--- src/rtl/bram_stream_reader_if.sv ---
// Stream interface between the BRAM reader and its consumer.
// The reader drives the word, its valid and last flags; the consumer drives ready.
interface bram_stream_reader_if #(
    parameter int DATA_WIDTH = 8
);
    logic                  m_valid;
    logic                  m_ready;
    logic [DATA_WIDTH-1:0] m_data;
    logic                  m_last;

    modport master (
        output m_valid,
        output m_data,
        output m_last,
        input  m_ready
    );

    modport slave (
        input  m_valid,
        input  m_data,
        input  m_last,
        output m_ready
    );
endinterface

--- src/rtl/bram_stream_reader.sv ---
// Sequential BRAM read engine: walks base_addr..base_addr+length-1 (mod 2^ADDR_WIDTH)
// on a 1-cycle-latency read port and streams the words out through a 2-entry FIFO.
// A read is issued only when the word it returns is guaranteed a FIFO slot, so
// downstream backpressure never drops or duplicates data.
module bram_stream_reader #(
    parameter int DATA_WIDTH = 8,
    parameter int ADDR_WIDTH = 6
) (
    input  logic                  clk,
    input  logic                  rst,
    input  logic                  start,
    input  logic [ADDR_WIDTH-1:0] base_addr,
    input  logic [ADDR_WIDTH:0]   length,
    output logic                  busy,
    output logic                  done,
    output logic                  b_en,
    output logic [ADDR_WIDTH-1:0] b_addr,
    input  logic [DATA_WIDTH-1:0] b_dout,
    bram_stream_reader_if.master  m
);

    typedef enum logic [1:0] {
        IDLE = 2'd0,
        READ = 2'd1,
        DONE = 2'd2
    } state_t;

    localparam logic [ADDR_WIDTH:0]   CNT_ONE = {{ADDR_WIDTH{1'b0}}, 1'b1};
    localparam logic [ADDR_WIDTH-1:0] PTR_ONE = {{(ADDR_WIDTH-1){1'b0}}, 1'b1};

    state_t                state_r;
    logic [ADDR_WIDTH-1:0] ptr_r;
    logic [ADDR_WIDTH-1:0] last_addr_r;
    logic [ADDR_WIDTH:0]   issue_cnt_r;
    logic [ADDR_WIDTH:0]   out_cnt_r;
    logic                  inflight_r;
    logic [DATA_WIDTH-1:0] fifo_mem_r [0:1];
    logic                  wr_idx_r;
    logic                  rd_idx_r;
    logic [1:0]            count_r;

    logic                  pop_s;
    logic                  push_s;
    logic                  issue_s;
    logic [2:0]            occupancy_s;

    // Issue decision: a new read may go out only if the FIFO, after this cycle's
    // push and pop, still has room for the word the read returns next cycle.
    always_comb begin
        pop_s       = 1'b0;
        push_s      = 1'b0;
        issue_s     = 1'b0;
        occupancy_s = 3'd0;
        pop_s       = (count_r != 2'd0) & m.m_ready;
        push_s      = inflight_r;
        occupancy_s = {1'b0, count_r} + {2'b00, inflight_r} - {2'b00, pop_s};
        if ((state_r == READ) && (issue_cnt_r != {(ADDR_WIDTH+1){1'b0}}) && (occupancy_s < 3'd2)) begin
            issue_s = 1'b1;
        end else begin
            issue_s = 1'b0;
        end
    end

    assign busy      = (state_r == READ);
    assign done      = (state_r == DONE);
    assign b_en      = issue_s;
    assign b_addr    = issue_s ? ptr_r : last_addr_r;
    assign m.m_valid = (count_r != 2'd0);
    assign m.m_data  = fifo_mem_r[rd_idx_r];
    assign m.m_last  = (count_r != 2'd0) && (out_cnt_r == CNT_ONE);

    // Command FSM, read pointer/counters, in-flight tracking and output FIFO.
    always_ff @(posedge clk) begin
        if (rst) begin
            state_r       <= IDLE;
            ptr_r         <= {ADDR_WIDTH{1'b0}};
            last_addr_r   <= {ADDR_WIDTH{1'b0}};
            issue_cnt_r   <= {(ADDR_WIDTH+1){1'b0}};
            out_cnt_r     <= {(ADDR_WIDTH+1){1'b0}};
            inflight_r    <= 1'b0;
            fifo_mem_r[0] <= {DATA_WIDTH{1'b0}};
            fifo_mem_r[1] <= {DATA_WIDTH{1'b0}};
            wr_idx_r      <= 1'b0;
            rd_idx_r      <= 1'b0;
            count_r       <= 2'd0;
        end else begin
            inflight_r <= issue_s;
            count_r    <= count_r + {1'b0, push_s} - {1'b0, pop_s};
            if (push_s) begin
                fifo_mem_r[wr_idx_r] <= b_dout;
                wr_idx_r             <= ~wr_idx_r;
            end
            if (pop_s) begin
                rd_idx_r <= ~rd_idx_r;
            end
            case (state_r)
                IDLE: begin
                    if (start) begin
                        ptr_r       <= base_addr;
                        issue_cnt_r <= length;
                        out_cnt_r   <= length;
                        state_r     <= (length != {(ADDR_WIDTH+1){1'b0}}) ? READ : DONE;
                    end
                end
                READ: begin
                    if (issue_s) begin
                        last_addr_r <= ptr_r;
                        ptr_r       <= ptr_r + PTR_ONE;
                        issue_cnt_r <= issue_cnt_r - CNT_ONE;
                    end
                    if (pop_s) begin
                        out_cnt_r <= out_cnt_r - CNT_ONE;
                        if (out_cnt_r == CNT_ONE) begin
                            state_r <= DONE;
                        end
                    end
                end
                DONE: begin
                    state_r <= IDLE;
                end
                default: begin
                    state_r <= IDLE;
                end
            endcase
        end
    end

endmodule
--- src/flat_wrapper.sv ---
// flat-port wrapper written by rule: the top's interface ports become plain ports
module bram_stream_reader_flat 
#(
    parameter int DATA_WIDTH = 8,
    parameter int ADDR_WIDTH = 6
)
  (clk, rst, start, base_addr, length, busy, done, b_en, b_addr, b_dout, m_m_valid, m_m_data, m_m_last, m_m_ready);
  bram_stream_reader_if #(.DATA_WIDTH(DATA_WIDTH)) m_i ();
  input  logic clk;
  input  logic rst;
  input  logic start;
  input  logic [ADDR_WIDTH-1:0] base_addr;
  input  logic [ADDR_WIDTH:0] length;
  output logic busy;
  output logic done;
  output logic b_en;
  output logic [ADDR_WIDTH-1:0] b_addr;
  input  logic [DATA_WIDTH-1:0] b_dout;
  output wire logic [$bits(m_i.m_valid)-1:0] m_m_valid;
  output wire logic [$bits(m_i.m_data)-1:0] m_m_data;
  output wire logic [$bits(m_i.m_last)-1:0] m_m_last;
  input wire logic [$bits(m_i.m_ready)-1:0] m_m_ready;
  assign m_m_valid = m_i.m_valid;
  assign m_m_data = m_i.m_data;
  assign m_m_last = m_i.m_last;
  assign m_i.m_ready = m_m_ready;
  bram_stream_reader #(.DATA_WIDTH(DATA_WIDTH), .ADDR_WIDTH(ADDR_WIDTH)) u_core (.clk(clk), .rst(rst), .start(start), .base_addr(base_addr), .length(length), .busy(busy), .done(done), .b_en(b_en), .b_addr(b_addr), .b_dout(b_dout), .m(m_i));
endmodule
--- config.mk ---
export PLATFORM = sky130hd
export DESIGN_NAME = bram_stream_reader_flat
export DESIGN_NICKNAME = d
export VERILOG_FILES = /design/src/rtl/bram_stream_reader_if.sv /design/src/rtl/bram_stream_reader.sv /design/src/flat_wrapper.sv
export SDC_FILE = /design/constraint.sdc
export NUM_CORES = 1
export LEC_CHECK = 0
export CORE_ASPECT_RATIO = 0.5
export CORE_MARGIN = 2
export CORE_UTILIZATION = 57
export CTS_CLUSTER_DIAMETER = 50
export CTS_CLUSTER_SIZE = 40
export DETAILED_ROUTE_END_ITERATION = 8
export DONT_BUFFER_PORTS = 1
export HOLD_SLACK_MARGIN = 0.12
export PLACE_DENSITY = 0.75
export SLEW_MARGIN = 20
export SYNTH_ARGS = -nofsm -noshare
export SYNTH_HDL_FRONTEND = slang
export SYNTH_SLANG_ARGS = --single-unit
--- constraint.sdc ---
create_clock -name clk -period 2.6 [get_ports clk]
set_input_delay 0.39 -clock clk [delete_from_list [all_inputs] [get_ports clk]]
set_output_delay 0.39 -clock clk [all_outputs]
set_load 0.01 [all_outputs]
==> results of run 1 <==
worst paths after layout:
check	startpoint	endpoint	slack, ns	cells after the start
max reg2reg	u_core.count_r[0]$_SDFF_PP0_	u_core.issue_cnt_r[6]$_SDFFE_PP0P_	-0.35	17
min	rst	u_core.wr_idx_r$_SDFFE_PP0P_	0.13	1
max	u_core.count_r[0]$_SDFF_PP0_	b_addr[3]	-0.45	10
min reg2reg	u_core.out_cnt_r[4]$_SDFFE_PP0P_	u_core.out_cnt_r[4]$_SDFFE_PP0P_	0.51	2
power groups by stage:
| stage | sequential [mW] | combinational, mW | clock [mW] |
|---|---|---|---|
| floorplan | 1.01 | 0.725 | 0 |
| detailed placement | 1.04 | 0.884 | 0 |
| global placement | 1.03 | 0.861 | 0 |
| global route | 1.05 | 1.29 | 0.533 |
| CTS | 1.02 | 0.977 | 0.496 |
| finish | 1.03 | 1.20 | 0.493 |
sequential cells by signal (all words and copies together), names as in the netlist, named ones only:
signal              count
u_core.out_cnt_r        7
u_core.rd_idx_r         1
u_core.inflight_r       1
u_core.count_r          2
u_core.last_addr_r      6
u_core.wr_idx_r         1
u_core.ptr_r            6
u_core.fifo_mem_r      16
u_core.state_r          2
u_core.issue_cnt_r      7
logic make-up after synthesis:
group                      count (synthesis)
and+or+nand+nor                          111
buffers and inverters                     21
muxes                                     15
adders and majority gates                  6
xor gates and xnor gates                   4
DFF                                       50
AOI/OAI and AO/OA                         60
layout make-up:
type	instances	area, um2	share of cell area [%]
clock buffer	5	68.8	2.25
tap	57	71.3	2.33
timing repair buffer	30	268	8.76
clock inverter	3	28.8	0.942
sequential	50	1160	38.1
inverter	8	30.0	0.983
multi-input combinational	197	1430	46.6
per-stage QoR:
stage / std cells / instance area (um2) / hold slack, ns / setup TNS [ns]
after global routing: 350 / 3060 / 0.119 / -7.49
after global placement: 325 / 2700 / 0.463 / -0.529
after floorplan: 267 / 2620 / 0.456 / -0.725
final: 350 / 3060 / 0.134 / -5.39
after detailed placement: 325 / 2700 / 0.467 / -1.26
after CTS: 337 / 2860 / 0.125 / -2.97
Yosys cell counts, types with 3 or more instances:
master    instances
inv_1             8
ha_1              5
and2_1           16
o21ai_1           3
nand2_1          25
a311oi_1          3
mux2_2           11
nor2b_1          10
mux2_1            3
a22oi_1           3
nand3_1           3
nor3b_1           3
buf_6             6
xnor2_1           3
nor3_1            7
buf_2             3
a21oi_1          26
nor4_1            3
a21o_1            3
edfxtp_1         16
nor2_1           24
or2_2             3
dfxtp_1          34
o21ai_0           8
nand2b_1          6
clkbuf_1          3
o31ai_1           3
timing repair:
action / in CTS / in global routing
pin swaps: 5 / 13
resized for setup: 8 / 24
buffers inserted: 4 / 10
setup endpoints to repair: 19 / 25
cloned: 0 / 1
hold buffers: 0 / 2
endpoints found under the hold margin: 0 / 8
per-layer routing:
| layer | wire length [um] | global-route usage (%) |
|---|---|---|
| met1 | 2590 | 29.4 |
| met2 | 2830 | 33.0 |
| met3 | 421 | 7.26 |
| met4 | 89 | 7.53 |
| met5 | 0 | 0 |
critical path: stages (launching register included):
cell and delay [ns]:
dfxtp_2 0.33, or2_4 0.26, nand2_4 0.07, buf_6 0.11
nand2_4 0.05, nand2_4 0.06, ha_4 0.12, fa_2 0.45
a2111oi_4 0.36, buf_4 0.21, mux2_4 0.33
==> results.json, run 1 <==
{
  "status": "finished with violations",
  "violations": "setup timing",
  "hpwl_um": 3780,
  "setup_violations": 17,
  "io_buffers": 0,
  "cp.arrival_ns": 2.66,
  "power.switching_mw": 0.953,
  "leakage_nw": 1.20,
  "max_freq_mhz": 328,
  "ys.flop_type": "dfxtp_1",
  "num-fill-cells": 322,
  "drv_slew": 0,
  "grt_remaining_overflow": 0,
  "synthSimpleGateAreaFrac_pct": 23.2,
  "syn_avg_cell_area_um2": 9.64,
  "ant_nets": 0,
  "final_common_cell": "dfxtp_1",
  "num_io_pins": 44,
  "period_needed_ns": 3.05,
  "routedWlPerCell_um": 16.9,
  "total_power_mw": 2.72,
  "finalWeightedCongestion": 0.897,
  "final_core_util_pct": 70.1,
  "yosysSeqAreaShare_pct": 45.1,
  "clkPwrFrac_pct": 18.1,
  "drt-initial-drc-count": 98,
  "fin_crit_sh_pct": 117,
  "ys_warn_count": 0,
  "drive_above_1_share_pct": 27.6,
  "swShare_pct": 35.1,
  "clock_sinks": 50,
  "synth.area.top_cells": "dfxtp_1, edfxtp_1, a21oi_1",
  "nNetsFinal": 323,
  "synth_seq_cells": 50,
  "drt_wl_total_um": 5930,
  "critical_path_required_ns": 2.21,
  "clock_latency_ns": 0.32,
  "place_ws_ns": -0.139,
  "cts_root_buffer": "clkbuf_8",
  "worst_pin_slew_ns": 0.705,
  "end_kind": "output pin",
  "num_rows": 17,
  "synth-edff-count": 16,
  "crit_type": "reg2out",
  "die_h_um": 51.5,
  "synthMuxAreaShare_pct": 6.51,
  "coreArea_um2": 4360,
  "firstDrtPassIters": 5,
  "synth_xor_area_share_pct": 1.36,
  "vdd_drop_max_mv": 0.398,
  "drc": 0,
  "rsz0062_at_grt": "true",
  "start_util_pct": 59.0,
  "hold_viol_final": 0,
  "n_antenna_cell": 0,
  "cp_max_fo": 4,
  "cts_tree": "built",
  "layout_common_cells": "dfxtp_1, nor2_1, a21oi_1, nand2_1, buf_4",
  "clock_skew_ns": 0.00747,
  "synth-compound-area-share_pct": 15.6,
  "cap_viol_max_count": 0,
  "first_global_vias": 1793,
  "pwr-share-comb_pct": 44.0,
  "slew_headroom_pct": 52.9,
  "cts.clk_slew.worst_paths_ns": 0.10,
  "antenna_found_initial": 0,
  "startpoint_type": "flip-flop",
  "clock_path_buffers": 2,
  "die_x_um": 99.0,
  "layout_setup_ws_ns": -0.450,
  "grt_pass1_wl_um": 8610,
  "synth_fa_ha_area_share_pct": 3.21,
  "h-tree-depth": 2,
  "p_seq_share_pct": 37.8,
  "syn-num-nets": 298,
  "grt_max_degree": 41,
  "cts_made_buffers": 5,
  "asyncSetResetFlopFracSynth_pct": 0,
  "synth.cell_area_um2": 2570,
  "grtUsageTotal_pct": 21.7,
  "yosysTopAreaCellShare_pct": 26.4,
  "p_per_area_nw_per_um2": 890,
  "vias": 2084,
  "via_per_inst": 5.95,
  "ys_types": 51,
  "p_int_mw": 1.76,
  "synth_top_family_by_area": "simple AND/OR/NAND/NOR gates",
  "hold_class": "in2reg",
  "area_growth_pct": 18.7,
  "synth.largest_area_cell": "dfxtp_1",
  "syn_inst": 267,
  "die-area_um2": 5100
}
(Power assumes the default switching activity.)
==> run 2: changes to the inputs <==
--- a/config.mk
+++ b/config.mk
@@ -5,6 +5,7 @@
 export SDC_FILE = /design/constraint.sdc
 export NUM_CORES = 1
 export LEC_CHECK = 0
+export ABC_CLOCK_PERIOD_IN_PS = 2600
 export CORE_ASPECT_RATIO = 0.5
 export CORE_MARGIN = 2
 export CORE_UTILIZATION = 57
==> results of run 2 <==
The final DEF is identical to that of run 1; final timing and power are the same.
